$ cat config.mk
export PLATFORM = sky130hd
export DESIGN_NAME = seg_scan_driver
export DESIGN_NICKNAME = d
export VERILOG_FILES = /design/src/rtl/seg_pkg.sv /design/src/rtl/slot_timer.sv /design/src/rtl/seg_scan_driver.sv
export SDC_FILE = /design/constraint.sdc
export NUM_CORES = 1
export LEC_CHECK = 0
export ABC_AREA = 1
export CELL_PAD_IN_SITES_DETAIL_PLACEMENT = 0
export CELL_PAD_IN_SITES_GLOBAL_PLACEMENT = 1
export CORE_ASPECT_RATIO = 0.8
export CORE_UTILIZATION = 37
export DETAILED_ROUTE_END_ITERATION = 10
export GPL_TIMING_DRIVEN = 0
export HOLD_SLACK_MARGIN = 0.08
export PLACE_DENSITY = 0.83
export SLEW_MARGIN = 0
export SYNTH_ARGS = -nofsm -noshare
export SYNTH_HDL_FRONTEND = slang
export SYNTH_HIERARCHICAL = 1
export SYNTH_SLANG_ARGS = --single-unit
export TNS_END_PERCENT = 30
$ cat constraint.sdc
create_clock -name clk -period 2 [get_ports clk]
set_clock_uncertainty 0.2 [all_clocks]
set_input_delay 0.4 -clock clk [delete_from_list [all_inputs] [get_ports clk]]
set_output_delay 0.4 -clock clk [all_outputs]
set_load 0.05 [all_outputs]
$ cat src/rtl/seg_pkg.sv
// Shared types for the seven-segment scan driver: digit index, scan state, digit-select helper.
package seg_pkg;

  localparam logic [7:0] SEG_OFF = 8'hFF;
  localparam int         DIGITS  = 8;

  typedef logic [2:0] digit_t;

  typedef enum logic [1:0] {
    IDLE,
    BLANK,
    SHOW
  } state_t;

  // Active-low one-cold select for a single digit.
  function automatic logic [7:0] digit_sel(input digit_t d);
    return ~(8'b0000_0001 << d);
  endfunction

endpackage

$ cat src/rtl/slot_timer.sv
// Per-digit slot counter: counts 0..SCAN_DIV-1, flags end of blanking and end of slot.
// o_slot_last is a look-ahead strobe: the next cycle is the last one of the slot.
module slot_timer #(
  parameter int SCAN_DIV     = 100000,
  parameter int BLANK_CYCLES = 1000
) (
  input  logic clk,
  input  logic rst,
  input  logic i_clr,
  output logic o_blank_end,
  output logic o_slot_end,
  output logic o_slot_last
);

  localparam int CW = $clog2(SCAN_DIV);
  localparam logic [CW-1:0] LAST_CNT  = CW'(SCAN_DIV - 1);
  localparam logic [CW-1:0] BLANK_END = CW'(BLANK_CYCLES - 1);

  logic [CW-1:0] r_cnt;
  logic [CW-1:0] w_cnt_next;

  assign o_slot_end  = (r_cnt == LAST_CNT);
  assign o_blank_end = (r_cnt == BLANK_END);
  assign o_slot_last = (w_cnt_next == LAST_CNT);

  always_comb begin
    w_cnt_next = r_cnt + 1'b1;
    if (i_clr || o_slot_end) begin
      w_cnt_next = '0;
    end
  end

  always_ff @(posedge clk or negedge rst) begin
    if (!rst) begin
      r_cnt <= '0;
    end else begin
      r_cnt <= w_cnt_next;
    end
  end

endmodule

$ cat src/rtl/seg_scan_driver.sv
// Time-multiplexed 8-digit seven-segment driver, digit 7 first, with a blanking gap per slot.
// Outputs are registered from next-state values; the frame is latched once per scan.
module seg_scan_driver
  import seg_pkg::*;
#(
  parameter int SCAN_DIV     = 100000,
  parameter int BLANK_CYCLES = 1000
) (
  input  logic                  clk,
  input  logic                  rst,
  input  logic                  en,
  input  logic [8*DIGITS-1:0]   display,
  output logic [7:0]            led_cx,
  output logic [7:0]            led_en,
  output logic                  frame_done
);

  state_t              r_state;
  digit_t              r_digit;
  logic [8*DIGITS-1:0] r_shadow;

  state_t     w_next_state;
  digit_t     w_digit_next;
  logic       w_latch;
  logic       w_clr;
  logic       w_blank_end;
  logic       w_slot_end;
  logic       w_slot_last;
  logic [7:0] w_cx_next;
  logic [7:0] w_en_next;
  logic       w_fd_next;

  assign w_clr = !en || (r_state == IDLE);

  slot_timer #(
    .SCAN_DIV     (SCAN_DIV),
    .BLANK_CYCLES (BLANK_CYCLES)
  ) u_slot_timer (
    .clk         (clk),
    .rst         (rst),
    .i_clr       (w_clr),
    .o_blank_end (w_blank_end),
    .o_slot_end  (w_slot_end),
    .o_slot_last (w_slot_last)
  );

  always_comb begin
    w_next_state = r_state;
    w_digit_next = r_digit;
    w_latch      = 1'b0;
    if (!en) begin
      w_next_state = IDLE;
      w_digit_next = 3'd7;
    end else begin
      unique case (r_state)
        IDLE: begin
          w_next_state = BLANK;
          w_digit_next = 3'd7;
          w_latch      = 1'b1;
        end
        BLANK: begin
          if (w_blank_end) w_next_state = SHOW;
        end
        SHOW: begin
          if (w_slot_end) begin
            w_next_state = BLANK;
            w_digit_next = r_digit - 3'd1;
            w_latch      = (r_digit == 3'd0);
          end
        end
        default: begin
          w_next_state = IDLE;
          w_digit_next = 3'd7;
        end
      endcase
    end
  end

  // The shadow only reloads on transitions into BLANK, so it is stable whenever SHOW is next.
  always_comb begin
    w_cx_next = SEG_OFF;
    w_en_next = SEG_OFF;
    w_fd_next = 1'b0;
    if (w_next_state == SHOW) begin
      w_cx_next = r_shadow[{w_digit_next, 3'b000} +: 8];
      w_en_next = digit_sel(w_digit_next);
      w_fd_next = w_slot_last && (w_digit_next == 3'd0);
    end
  end

  always_ff @(posedge clk or negedge rst) begin
    if (!rst) begin
      r_state    <= IDLE;
      r_digit    <= 3'd7;
      r_shadow   <= {DIGITS{SEG_OFF}};
      led_cx     <= SEG_OFF;
      led_en     <= SEG_OFF;
      frame_done <= 1'b0;
    end else begin
      r_state    <= w_next_state;
      r_digit    <= w_digit_next;
      if (w_latch) r_shadow <= display;
      led_cx     <= w_cx_next;
      led_en     <= w_en_next;
      frame_done <= w_fd_next;
    end
  end

endmodule

Word level (Yosys, flattened, before mapping)
Index checks and enable logic that the tools add are counted.

Latch bits: 0. Bits in writable memories: 0. Input port bits: 67. Output and inout bits: 17. Memory bits (read-only): 0. Register bits after elaboration: 103. Logic and storage cells: 39. Memories: 0.

Equal/unequal tests: 6. $lt $le $gt $ge: 0. Reduce and logical (&&, ||, !) cells: 7. Multipliers: 0. Add/subtract/negate cells: 2. Bitwise logic cells: 1. Divide/modulo/power cells: 0. Shifts and indexed selects: 2. Muxes and demuxes: 14.

Operators with widths (count): 64-bit by 7-bit variable part select with 8-bit output (1); 17-bit == test (second input constant) (2); 17-bit by 1-bit adder with 17-bit output (second input constant) (1); 17-bit by 10-bit == test with 1-bit output (second input constant) (1); 17-bit 2-to-1 mux (1); 8-bit 2-to-1 mux (2); 8-bit NOT (1); 1-bit by 3-bit left shift with 8-bit output (first input constant) (1); 3-bit zero test (2); 2-bit 2-to-1 mux (3); 3-bit 2-to-1 mux (2); 2-bit one-hot mux with 3 select lines (1); 3-bit one-hot mux with 2 select lines (1); 2-bit == test (second input constant) (2); 1-bit 2-to-1 mux (3); 3-bit by 1-bit subtractor with 3-bit output (second input constant) (1); 2-bit by 1-bit == test with 1-bit output (second input constant) (1); 2-bit zero test (1); 1-bit logical OR (2); 1-bit one-hot mux with 2 select lines (1); 1-bit logical AND (1); 1-bit zero test (1).

Logic depth before layout (Yosys ltp)
Word-level depth: 7. Gate-level depth with buffers: 18. Depth with buffers taken out: 17.

Cells and area by module
The synthesis kept the hierarchy.

By module, submodules not included: seg_scan_driver (seq. area each 2255.9 µm², cells each 388, area an instance 4116.4 µm², times used 1); slot_timer (seq. area each 425.4 µm², cells each 155, area an instance 1058.5 µm², times used 1).

Worst setup path before layout
OpenSTA, ideal clock, no wires.

Kind: flip-flop to flip-flop. Start point: register u_slot_timer.r_cnt[7]. End point: register led_cx[4]. Path slack: -177 ps. Data arrival time: 1902 ps. Cell stages (with the launch flop): 15. Data required time: 1725 ps. Cell sequence: dfrtp_1 > nand2_1 > nor2_1 > nand4_1 > nor4b_1 > nand2_1 > nand2_1 > nand2_1 > nor2_2 > nand2_1 > nor2_1 > buf_4 > nand2_1 > nor2_1 > nor2_1.

Longest elaborated chain between the ends: 6.

RTL lines: start, declared (line slot_timer.sv:19) `logic [CW-1:0] r_cnt;`; start signal, assigned (line slot_timer.sv:37) `r_cnt <= w_cnt_next;`; 17-bit by 10-bit == test with 1-bit output (line slot_timer.sv:23) `assign o_blank_end = (r_cnt == BLANK_END);`; named net w_blank_end (line seg_scan_driver.sv:26) `logic w_blank_end;`; 2-bit 2-to-1 mux (line seg_scan_driver.sv:62) `if (w_blank_end) w_next_state = SHOW;`; 2-bit one-hot mux with 3 select lines (line seg_scan_driver.sv:55) `unique case (r_state)`; 2-bit 2-to-1 mux (line seg_scan_driver.sv:51) `if (!en) begin`; named net w_next_state[1] (line seg_scan_driver.sv:22) `state_t w_next_state;`; 2-bit == test (line seg_scan_driver.sv:84) `if (w_next_state == SHOW) begin`; 8-bit 2-to-1 mux (line seg_scan_driver.sv:84); named net w_cx_next[4] (line seg_scan_driver.sv:29) `logic [7:0] w_cx_next;`; end signal, assigned (line seg_scan_driver.sv:103) `led_cx <= w_cx_next;`; end, declared (line seg_scan_driver.sv:13) `output logic [7:0] led_cx,`.

The timed path passes the listed nets, and every way through them passes these cells. A chain may end at the register's enable or synchronous reset.

Worst setup path after layout
Start point: register u_slot_timer.r_cnt[7]. End point: register led_cx[1].

Longest elaborated chain between the ends: 6.

RTL lines: 17-bit == test * (line slot_timer.sv:22) `assign o_slot_end = (r_cnt == LAST_CNT);`; named net w_slot_end (line seg_scan_driver.sv:27) `logic w_slot_end;`; 3-bit 2-to-1 mux or 2-bit 2-to-1 mux (tied branches) (line seg_scan_driver.sv:65) `if (w_slot_end) begin`; 3-bit one-hot mux with 2 select lines or 2-bit one-hot mux with 3 select lines (tied branches) (line seg_scan_driver.sv:55); 3-bit 2-to-1 mux or 2-bit 2-to-1 mux (tied branches) (line seg_scan_driver.sv:51); 64-bit by 7-bit variable part select with 8-bit output or 2-bit == test (tied branches) (line seg_scan_driver.sv:85, seg_scan_driver.sv:84); 8-bit 2-to-1 mux * (line seg_scan_driver.sv:84); named net w_cx_next[1] (line seg_scan_driver.sv:29).

Mark *: on every way through the listed nets, which the timed path passes. The rest lies on a longest branch.

==> reports/qor.yml <==
sta:
  grt_setup_unrepaired: "true"
  final-max-slew-violation-count: 0
  setup_ws_ns: -0.347
  post-route-min-period_ns: 2.35
  maxClockFrequency_mhz: 426
  setup_viol: 81
  timing.final.hold_violations: 0
  finalSetupTns_ns: -13.38
  holdWs_ns: 0.398
  timing_worst_slew_pin_value_ns: 0.564
  worst_relative_slew_slack_pct: 62.4
  period_share_pct: 117
place:
  numPortBuffers: 83
  place_worst_setup_slack_ns: -0.621
  dpl_cell_area_um2: 6290
  dp_hpwl_um: 9160
  gp_congestion: 0.884
  dp_cells: 807
detailed_routing:
  vias: 4128
  avgRoutedWirePerCell_um: 15.1
  drt-pass1-iter-count: 5
  post-route-drc-count: 0
  final_antenna_net_count: 0
  detail_route.vias_per_cell: 4.78
  totalWireLength_um: 13000
  detail_route.iter0.violations: 213
final_layout:
  fill_cells: 1203
  final_area_um2: 7220
  synthToLayoutAreaGrowth_pct: 39.5
  nNetsFinal: 754
  layout.cells.non_filler: 864
  diodes: 0
  drive_above_1_share_pct: 42.0
  final_core_utilization_pct: 53.1
status:
  status: "finished, violations left"
  failed_checks: "negative setup slack"
logic_synthesis:
  yosys_most_used_dff: "dfstp_2"
  synthDistinctLibCells: 26
  synth_common_cells: "155 x nand2_1, 83 x dfstp_2, 64 x mux2_2, 60 x nor2_1, 58 x nand3_1"
  yosys.area.top_type_share_pct: 42.1
  postSynthNetCount: 618
  leading_cell_types_by_total_area_after_synthesis: "dfstp_2 42%, mux2_2 14%, nand2_1 11%, dfrtp_1 9.7%, nand3_1 5.6%"
  synth.largest_area_cell: "dfstp_2"
  seq_area_frac_synth_pct: 51.8
  async_flop_share_pct: 100
  yosys_warnings: 6
  yosysMostFrequentCell: "nand2_1"
  postSynthRegisterBits: 103
  synth_area_um2: 5170
  synthesis.instances: 543
  synth_enable_flop_cells: 0
  syn_area_per_cell_um2: 9.53
flow_run:
  drv.max_cap_violation_count: 0
clock_tree:
  ctsHtreeMaxLevel: 3
  cts_root_buffer: "clkbuf_16"
  number_of_clock_sinks: 103
  number_of_buffers_created_by_cts: 9
  clock_tree.buffer_depth: 2
  cts_tree: "built"
  clkTransAtPathRegs_ns: 0.07
  worst_skew_pair.late_latency_ns: 0.34
worst_setup_path:
  endpoint_kind: "register"
  critical_path_arrival_ns: 2.41
  worstPathMaxFanout: 7
  timing.reg2reg.setup_slack_ns: -0.35
  startpoint_type: "register"
  critPathRequiredTime_ns: 2.07
  timing.setup.critical_path_class: "reg2reg"
global_route:
  globalRoute.totalOverflow: 0
  pin_count_of_the_biggest_net_entering_global_routing: 60
  grt_use_total_pct: 18.5
  grt_pass1_vias: 4158
  wire_length_of_the_first_global_routing_pass_um: 20600
  grt_antenna_before_repair: 0
pwr:
  leakage_nw: 3.09
  total_power_mw: 5.10
  power.density_cell_area_nw_per_um2: 706
  worst_supply_voltage_drop_on_vdd_mv: 0.413
floorplan:
  floorplan.die.width_um: 134
  top_level_ports: 84
  core_area_um2: 13600
  std_cell_rows: 38
  die-height_um: 108
  design.die.area_um2: 14500
  start_util_pct: 38.1
min_path:
  worst_hold_path_type: "reg2reg"
-- cells in the final DEF (no fill, tap or decap), types with 7 or more instances in the layout --
cell             count
nand2_1            135
clkdlybuf4s15_1      9
buf_6               17
ha_1                 7
nand3_1             56
dlygate4sd2_1        7
nor2_1              48
mux2_2              64
clkbuf_16           10
clkdlybuf4s50_1     65
nand2_4              8
dfstp_2             83
nor2_2               8
inv_1               35
dfrtp_1             17
buf_4               33
nand2_2             18
nor2_4              12
-- path summary, 6_finish.rpt --
check / start / end / depth (start not counted)
max reg2reg: u_slot_timer/r_cnt[7]$_DFF_PN0_ / led_cx[1]$_DFF_PN1_ / 18
min reg2reg: r_shadow[8]$_DFFE_PN1P_ / led_cx[0]$_DFF_PN1_ / 4
min in group asynchronous: rst / u_slot_timer/r_cnt[3]$_DFF_PN0_ / 2
max: u_slot_timer/r_cnt[7]$_DFF_PN0_ / led_cx[1]$_DFF_PN1_ / 18
max in group asynchronous: rst / r_shadow[7]$_DFFE_PN1P_ / 3
min: r_shadow[8]$_DFFE_PN1P_ / led_cx[0]$_DFF_PN1_ / 4
-- logic make-up (layout without fill, tap and decap cells) --
group                      Yosys count  in the layout  synth area share [%]
adders and majority gates            8              8                  1.93
buffers and inverters               59            200                  5.73
DFF                                103            103                  51.8
muxes                               64             64                  13.9
AOI/OAI and AO/OA                    6              6                 0.846
xor gates and xnor gates             4              4                 0.677
and+or+nand+nor                    299            299                  25.1
-- layout make-up --
cell class              count  area [um^2]  area share (%)
flip-flops and latches    103         2690            37.2
well taps                 180          225            3.12
plain buffers              16          198            2.74
inverters                  43          176            2.44
clock inverters             5         57.6           0.797
repair buffers            125         1220            16.8
multi-input cells         381         2430            33.7
clock buffers              11          233            3.22
-- critical path: stages (launching register included) --
cell      delay, ns
dfrtp_1        0.38
buf_4          0.14
inv_2          0.03
nor2_1         0.07
nand2_1        0.08
nor2_2         0.13
nand3_4        0.11
clkinv_4       0.10
inv_4          0.05
nand2_4        0.07
nand3_4        0.10
nand2_8        0.15
inv_6          0.05
nor2_4         0.19
buf_12         0.15
nand2_1        0.04
nand2_1        0.07
nor2_2         0.04
nor2_1         0.13
-- layer usage --
layer  share of wire (%)  global-route usage [%]  up-vias
met5                   0                       0        -
met4                 1.2                    3.69        0
met3                 3.4                    2.78       14
met2                  47                    30.4       94
met1                  48                    25.9     1998
li1                    -                       -     2022
-- registers in the layout, summed over array words and instances (netlist names) --
| name | flops |
|---|---|
| r_shadow | 64 |
| u_slot_timer/r_cnt | 17 |
| led_cx | 8 |
| led_en | 8 |
| r_digit | 3 |
| r_state | 2 |
| frame_done | 1 |
-- power breakdown --
group / internal, mW / switching [mW]
combinational: 0.451 / 0.360
sequential: 2.45 / 0.117
clock: 0.974 / 0.748
-- timing repair --
item,in CTS,in global routing
resized for setup,76,39
pin swaps,21,14
hold buffers,1,0
cloned,3,1
endpoints found under the hold margin,18,0
endpoints found under the setup margin,100,92
setup buffers,27,9
Power figures use the tool's default switching activity.
